==> config.mk <==
export PLATFORM = sky130hd
export DESIGN_NAME = cynth_call_driver
export DESIGN_NICKNAME = d
export VERILOG_FILES = /design/src/rtl/cynth_call_driver.sv
export SDC_FILE = /design/constraint.sdc
export NUM_CORES = 1
export LEC_CHECK = 0
export ABC_AREA = 1
export CAP_MARGIN = 25
export CORE_MARGIN = 1.5
export CORE_UTILIZATION = 50
export DETAILED_ROUTE_END_ITERATION = 7
export GPL_TIMING_DRIVEN = 0
export HOLD_SLACK_MARGIN = 0.03
export PLACE_DENSITY = 0.77
export SLEW_MARGIN = 25
export SYNTH_ARGS = -nofsm -noshare
export SYNTH_HDL_FRONTEND = slang
export SYNTH_SLANG_ARGS = --single-unit
==> constraint.sdc <==
create_clock -name __clk -period 4.1 [get_ports __clk]
set_input_delay 0.41 -clock __clk [delete_from_list [all_inputs] [get_ports __clk]]
set_output_delay 0.41 -clock __clk [all_outputs]
set_load 0.1 [all_outputs]
==> src/rtl/cynth_call_driver.sv <==
// cynth_call_driver
// Initiator side of the generated-function call protocol (__start/__valid/__retval).
// Takes one call request, pulses callee_start for START_CYCLES cycles, waits for
// callee_valid (or aborts after TIMEOUT cycles), then offers the captured return
// value on a ready/valid response port.
//
// Ports:
//   __clk, __reset            clock (rising edge), async active-high reset
//   req_valid / req_ready     call request handshake (ready only in IDLE)
//   callee_start              start pulse to the callee
//   callee_valid, callee_retval  completion and return value from the callee
//   resp_valid / resp_ready   response handshake
//   resp_retval, resp_timeout captured value (0 on abort) and abort flag
//   busy                      high whenever not IDLE
//   call_count                completed responses, wraps at 2^16
//
// state | meaning
// IDLE  | waiting for a request, req_ready high
// START | callee_start high, counting START_CYCLES
// WAIT  | start released, waiting for callee_valid or timeout
// RESP  | response held until resp_ready
module cynth_call_driver #(
  parameter int WIDTH        = 32,
  parameter int START_CYCLES = 2,
  parameter int TIMEOUT      = 10000
) (
  input  logic             __clk,
  input  logic             __reset,
  input  logic             req_valid,
  output logic             req_ready,
  output logic             callee_start,
  input  logic             callee_valid,
  input  logic [WIDTH-1:0] callee_retval,
  output logic             resp_valid,
  input  logic             resp_ready,
  output logic [WIDTH-1:0] resp_retval,
  output logic             resp_timeout,
  output logic             busy,
  output logic [15:0]      call_count
);

  typedef enum logic [1:0] {ST_IDLE, ST_START, ST_WAIT, ST_RESP} state_t;

  localparam logic [7:0]  START_LAST = 8'(START_CYCLES - 1);
  localparam logic [23:0] TO_LAST    = 24'(TIMEOUT - 1);

  state_t      state;
  logic [7:0]  start_cnt;
  logic [23:0] to_cnt;

  // Decoded straight from the state register so both follow reset asynchronously.
  assign req_ready = (state == ST_IDLE);
  assign busy      = (state != ST_IDLE);

  always_ff @(posedge __clk or posedge __reset) begin
    if (__reset) begin
      state        <= ST_IDLE;
      start_cnt    <= '0;
      to_cnt       <= '0;
      callee_start <= 1'b0;
      resp_valid   <= 1'b0;
      resp_retval  <= '0;
      resp_timeout <= 1'b0;
      call_count   <= '0;
    end else begin
      case (state)
        ST_IDLE: begin
          if (req_valid) begin
            state        <= ST_START;
            callee_start <= 1'b1;
            start_cnt    <= '0;
            to_cnt       <= '0;
          end
        end

        ST_START: begin
          if (to_cnt != '1) to_cnt <= to_cnt + 24'd1;
          if (callee_valid) begin
            callee_start <= 1'b0;
            resp_valid   <= 1'b1;
            resp_retval  <= callee_retval;
            resp_timeout <= 1'b0;
            state        <= ST_RESP;
          end else if (start_cnt == START_LAST) begin
            callee_start <= 1'b0;
            state        <= ST_WAIT;
          end else begin
            start_cnt <= start_cnt + 8'd1;
          end
        end

        ST_WAIT: begin
          if (to_cnt != '1) to_cnt <= to_cnt + 24'd1;
          // to_cnt holds the number of cycles already counted; this cycle is the
          // TIMEOUT-th when it equals TIMEOUT-1. A valid in that cycle still wins.
          if (callee_valid) begin
            resp_valid   <= 1'b1;
            resp_retval  <= callee_retval;
            resp_timeout <= 1'b0;
            state        <= ST_RESP;
          end else if (to_cnt >= TO_LAST) begin
            resp_valid   <= 1'b1;
            resp_retval  <= '0;
            resp_timeout <= 1'b1;
            state        <= ST_RESP;
          end
        end

        ST_RESP: begin
          if (resp_ready) begin
            resp_valid <= 1'b0;
            call_count <= call_count + 16'd1;
            state      <= ST_IDLE;
          end
        end

        default: state <= ST_IDLE;
      endcase
    end
  end

endmodule

==> results_dict.tcl, run 1 <==
set metrics [dict create \
    skew_ns 0.0133 \
    ys.flop_type "dfrtp_1" \
    min_path_type "in2async" \
    path_class "reg2out" \
    p_per_area_nw_per_um2 776 \
    dieArea_sq_um 9940 \
    antenna_found_initial 0 \
    syn_to_final_growth_pct 26.5 \
    irDropWorstVdd_v 0.000374 \
    finalSetupTns_ns 0 \
    via_count 4400 \
    crit_slowest_cell "clkdlybuf4s50_1" \
    viasPerCell 5.37 \
    antenna_cells 0 \
    h-tree-depth 3 \
    swShare_pct 56.6 \
    period_needed_ns 2.89 \
    status "finished clean" \
    clk_pin_slew_ns 0.09 \
    syn_area_sq_um 4680 \
    cts_buffers 9 \
    p_comb_share_pct 61.8 \
    cts_root_buf "clkbuf_8" \
    grt_pass1_wl_mm 19.8 \
    rows 35 \
    wl_per_cell_um 14.2 \
    synth.area.top_cells "dfrtp_1 (45%), nand2_1 (16%), o211ai_1 (5.3%)" \
    cpPeakStageDelay_ns 1.15 \
    synth-seq-cells 85 \
    synth_top_cell_by_area "dfrtp_1" \
    drc_errors 0 \
    ctsResizeCount 0 \
    synth_edf_count 0 \
    hold_viol_final 0 \
    clock_latency_ns 0.36 \
    start_util_pct 51.1 \
    io_buffer_count 88 \
    initialDrtViolationCount 201 \
    rsz0062_at_grt "false" \
    gr-usage-all-layers_pct 24.7 \
    die_x_um 99.7 \
    ctsLongestPathBuffers 2 \
    async_reset_ff_share_pct 100 \
    min_period_over_period_pct 70.6 \
    grt_pass1_vias 4208 \
    cts_tree "done" \
    hpwl_mm 8.64 \
    fmax_mhz 346 \
    cp_common_cell "inv_1" \
    grt_max_degree 52 \
    io_pins 90 \
    ys_warn_count 0 \
    synthCells 604 \
    p_total_mw 4.59 \
    worstPathArrival_ns 2.48 \
    report.final.slew_viol_count 0 \
    net-switching-power_mw 2.60 \
    cap_violations 0 \
    synth_most_common_cell "nand2_1" \
    tightestPinTransition_ns 1.01 \
    final_cell_area_sq_um 5920 \
    post_cts.repair.setup_buffers 0 \
    relSlewSlack_pct 32.8 \
    crit_chain "inv_1 > ha_1 > inv_1 > clkdlybuf4s50_1" \
    gp_congestion 0.940 \
    placed_area_sq_um 5730 \
    syn-num-nets 649 \
    die_h_um 99.7 \
    worstSetupEndpointType "output pin" \
    seq_power_share_pct 25.4 \
    p_leak_nw 2.65 \
    final_nets 749 \
    path_max_fanout 6 \
    yosysSeqAreaShare_pct 45.5 \
    cp.required_ns 3.69 \
    antenna_left 0 \
    syn_area_per_cell_sq_um 7.74 \
    cp-start-kind "flop" \
    detailedRoute.firstPassIterationCount 5 \
    synth_cell_types 31 \
    crit_family "buffers and inverters" \
    cts_sinks 85 \
    core_sq_um 9150 \
    report.final.setup_viol 0 \
    drive_gt1_share_pct 5.78 \
    drt-total-wl_mm 11.7 \
    synthTopCellsByCount "nand2_1 (203), dfrtp_1 (85), nor2_1 (59)" \
    p_int_mw 1.99 \
    path_buf_inv 3 \
    clkPwrFrac_pct 12.8 \
    hold_buffers 0 \
    netlist.area_leader.share_pct 45.5 \
    grt_overflow 0 \
]
## worst paths after layout
path / slack (ns) / from / cells past startpoint / endpoint
hold / removal: 0.42 / __reset / 2 / call_count[13]
min in group __clk: 0.46 / callee_valid / 3 / resp_retval[7]
setup reg to reg: 2.05 / state[0] / 12 / to_cnt[17]
setup / recovery: 1.21 / state[0] / 4 / busy
max in group asynchronous: 3.06 / __reset / 3 / to_cnt[1]
hold reg to reg: 0.47 / call_count[15] / 1 / call_count[15]
## area by class of cell
class                   instances  area (sq um)
plain buffers                  24           143
clock buffers                  10           128
clock inverters                 6          63.8
fillers                       825          3230
inverters                      44           170
multi-input cells             451          2240
flip-flops and latches         85          2130
well taps                     111           139
repair buffers                 89           908
## sequential cells by signal, indices dropped and copies added (netlist names)
signal        flops
state             2
to_cnt           24
resp_timeout      1
resp_retval      32
callee_start      1
resp_valid        1
call_count       16
start_cnt         8
## cell families after synthesis
logic type	Yosys count	share of synthesized area (%)
and+or+nand+nor	346	31.5
DFF	85	45.5
AOI/OAI and AO/OA	74	9.98
buffers and inverters	68	6.63
xor gates and xnor gates	23	4.31
adders and majority gates	8	2.14
## metal layers
metal | routed length (um) | vias to the layer above | global-route usage (%) | part of all wire [%]
met5 | 0 | - | 0 | 0
met4 | 135 | 0 | 5.74 | 1.2
met3 | 653 | 21 | 4.64 | 5.6
met2 | 5470 | 145 | 40.7 | 47
met1 | 5400 | 2061 | 34.1 | 46
li1 | - | 2173 | - | -
## through the flow
| step | instances | setup WS, ns | hold WS (ns) | util, % |
|---|---|---|---|---|
| after detailed placement | 804 | 1.58 | 0.458 | 62.6 |
| after floorplan | 604 | 1.12 | 0.490 | - |
| after CTS | 820 | 1.18 | 0.436 | 64.7 |
| after global placement | 803 | 0.151 | 0.454 | 62.2 |
| final | 820 | 1.21 | 0.424 | 64.7 |
| after global routing | 820 | 1.14 | 0.457 | 64.7 |
## power groups by stage
stage | clock network [mW] | logic [mW] | registers, mW
global placement | 0 | 2.80 | 1.17
global route | 0.630 | 3.02 | 1.19
floorplan | 0 | 0.979 | 2.33
finish | 0.586 | 2.84 | 1.17
CTS | 0.598 | 2.85 | 1.16
detailed placement | 0 | 2.84 | 1.18
## layout by cell type, fill, tap and decap left out, types with 2 or more instances in the layout
cell type        count
clkbuf_1            12
ha_1                 8
o211ai_1            33
clkinvlp_4           2
o21bai_1             3
o21ai_1             12
buf_6                6
nor2_2               3
o21ai_0             24
inv_1               41
nor3b_1              3
or2_2                3
buf_2                5
inv_4                2
nor3_1               3
nand3_1             48
nand3b_1             6
nand4_1             14
clkdlybuf4s50_1     88
xor2_1              15
dfrtp_1             85
nand2_1            203
nor2_1              59
clkbuf_8             9
xnor2_1              8
clkinv_2             2
(Power assumes the default switching activity.)
==> inputs of run 2 (changes only) <==
Clock period 4.1 ns to 2.9 ns, I/O delays scaled along.
==> run 2 against run 1 <==
  * Sequential share of layout area hardly changed
  * Clock-buffer cell count is 1 higher
  * Sequential power is 41% higher
  * First-iteration DRC count increased by 21%
  * Critical endpoint unchanged
  * Worst setup slack worse by 1.0 ns
  * Cell area about the same
  * Clock power increased by 44%
  * Via count fell by 0.41%
  * Non-clock buffer count stayed put
  * Critical path depth unchanged
==> results_dict.tcl, run 2 (synthesis gave the netlist of run 1 again) <==
set metrics [dict create \
    cp-start-kind "flop" \
    crit_slowest_cell "clkdlybuf4s50_1" \
    initialDrtViolationCount 244 \
    report.final.setup_viol 0 \
    antenna_found_initial 0 \
    top_regs "resp_retval x32, to_cnt x24, call_count x16" \
    post_cts.repair.setup_buffers 0 \
    cts_sinks 85 \
    antenna_left 0 \
    largest_reg_flops 32 \
    wl_per_cell_um 14.2 \
    place_inst 804 \
    drive_gt1_share_pct 5.78 \
    multi_input_area_sq_um 2240 \
    layout_commonest_cell "nand2_1" \
    irDropWorstVdd_v 0.000540 \
    ctsLongestPathBuffers 2 \
    reg2reg_depth 12 \
    final_cell_area_sq_um 5910 \
    cp_common_cell "inv_1" \
    status "finished clean" \
    relSlewSlack_pct 31.4 \
    fillers 805 \
    final_cell_mix "nand2_1 (203), clkdlybuf4s50_1 (88), dfrtp_1 (85), nor2_1 (59), nand3_1 (48)" \
    gp_congestion 0.954 \
    rsz0062_at_grt "false" \
    grt_pass1_wl_mm 19.5 \
    p_per_area_nw_per_um2 1100 \
    viasPerCell 5.34 \
    clock_latency_ns 0.36 \
    hold_viol_final 0 \
    path_buf_inv 3 \
    grt_overflow 0 \
    min_path_type "in2reg" \
    cp.required_ns 2.61 \
    syn_to_final_growth_pct 26.4 \
    final_nets 749 \
    min_period_over_period_pct 92.7 \
    io_pins 90 \
    cts_tree "done" \
    placed_area_sq_um 5720 \
    antenna_cells 0 \
    skew_ns 0.0114 \
    cp.depth 4 \
    io_buffer_count 88 \
    ctsResizeCount 0 \
    via_count 4382 \
    whs_path_depth 3 \
    gr-usage-all-layers_pct 24.6 \
    hpwl_mm 8.68 \
    finalNonFillerCells 820 \
    hold_buffers 0 \
    place_ws_ns 0.598 \
    drt-total-wl_mm 11.7 \
    h-tree-depth 3 \
    p_leak_nw 2.65 \
    finalSetupTns_ns 0 \
    rows 35 \
    top_register "resp_retval" \
    finalWorstSetupSlack_ns 0.210 \
    path_class "reg2out" \
    clk_pin_slew_ns 0.08 \
    drc_errors 0 \
    cts_root_buf "clkbuf_8" \
    worstPathArrival_ns 2.40 \
    crit_family "buffers and inverters" \
    cts_buffers 9 \
    worstSetupEndpointType "output pin" \
    regArea_sq_um 2130 \
    start_util_pct 51.1 \
    period_needed_ns 2.69 \
    cpPeakStageDelay_ns 1.17 \
    dieArea_sq_um 9940 \
    path_max_fanout 6 \
    grt_pass1_vias 4133 \
    die_h_um 99.7 \
    die_x_um 99.7 \
    tightestPinTransition_ns 1.03 \
    detailedRoute.firstPassIterationCount 5 \
    crit_chain "inv_1 > ha_2 > inv_1 > clkdlybuf4s50_1" \
    fmax_mhz 372 \
    report.final.slew_viol_count 0 \
    cap_violations 0 \
    core_sq_um 9150 \
    grt_max_degree 47 \
]
run 2: worst register-to-register path: stages, from the launching register on:
cell and delay, ns:
dfrtp_1 0.44, inv_1 0.09, ha_2 0.31, buf_2 0.22, nand3_1 0.11, nor2_1 0.09
nand3_1 0.07, nor2_1 0.12, nor2_2 0.07, inv_4 0.14, buf_6 0.18, nand2_1 0.07
o21ai_1 0.07
run 2: report_power, final:
| part | leakage (nW) | switching, mW | internal, mW | total [mW] |
|---|---|---|---|---|
| Clock | 0.0939 | 0.441 | 0.402 | 0.843 |
| Combinational | 1.42 | 3.04 | 0.962 | 4.00 |
| Sequential | 1.13 | 0.192 | 1.46 | 1.65 |
run 2: through the flow:
stage / hold WS [ns] / utilization, % / total power [mW]
4_1_cts: 0.289 / 64.6 / 6.54
6_report: 0.291 / 64.6 / 6.50
3_5_place_dp: 0.457 / 62.5 / 5.68
2_1_floorplan: 0.442 / - / 4.68
5_1_grt: 0.298 / 64.6 / 6.82
3_3_place_gp: 0.453 / 62.3 / 5.61
run 2: path summary, 6_finish.rpt:
path	to	from	slack, ns
setup / recovery	busy	state[0]	0.21
hold / removal	resp_retval[6]	callee_valid	0.29
setup reg to reg	to_cnt[9]	state[0]	0.84
hold reg to reg	resp_valid	resp_valid	0.47
max in group asynchronous	resp_retval[15]	__reset	1.91
min in group asynchronous	call_count[15]	__reset	0.35
run 2: area by class of cell:
cell class | instances | area share, %
multi-input cells | 451 | 37.9
flip-flops and latches | 85 | 36.0
repair buffers | 89 | 15.2
inverters | 44 | 2.88
plain buffers | 24 | 2.41
well taps | 111 | 2.35
clock buffers | 11 | 2.22
clock inverters | 5 | 1.02
run 2: metal layers:
metal  wire length (um)  vias up  global-route usage [%]
li1                   -     2168                       -
met1               5390     2070                    33.1
met2               5430      127                    40.3
met3                587       17                    3.44
met4                240        0                    9.64
met5                  0        -                       0
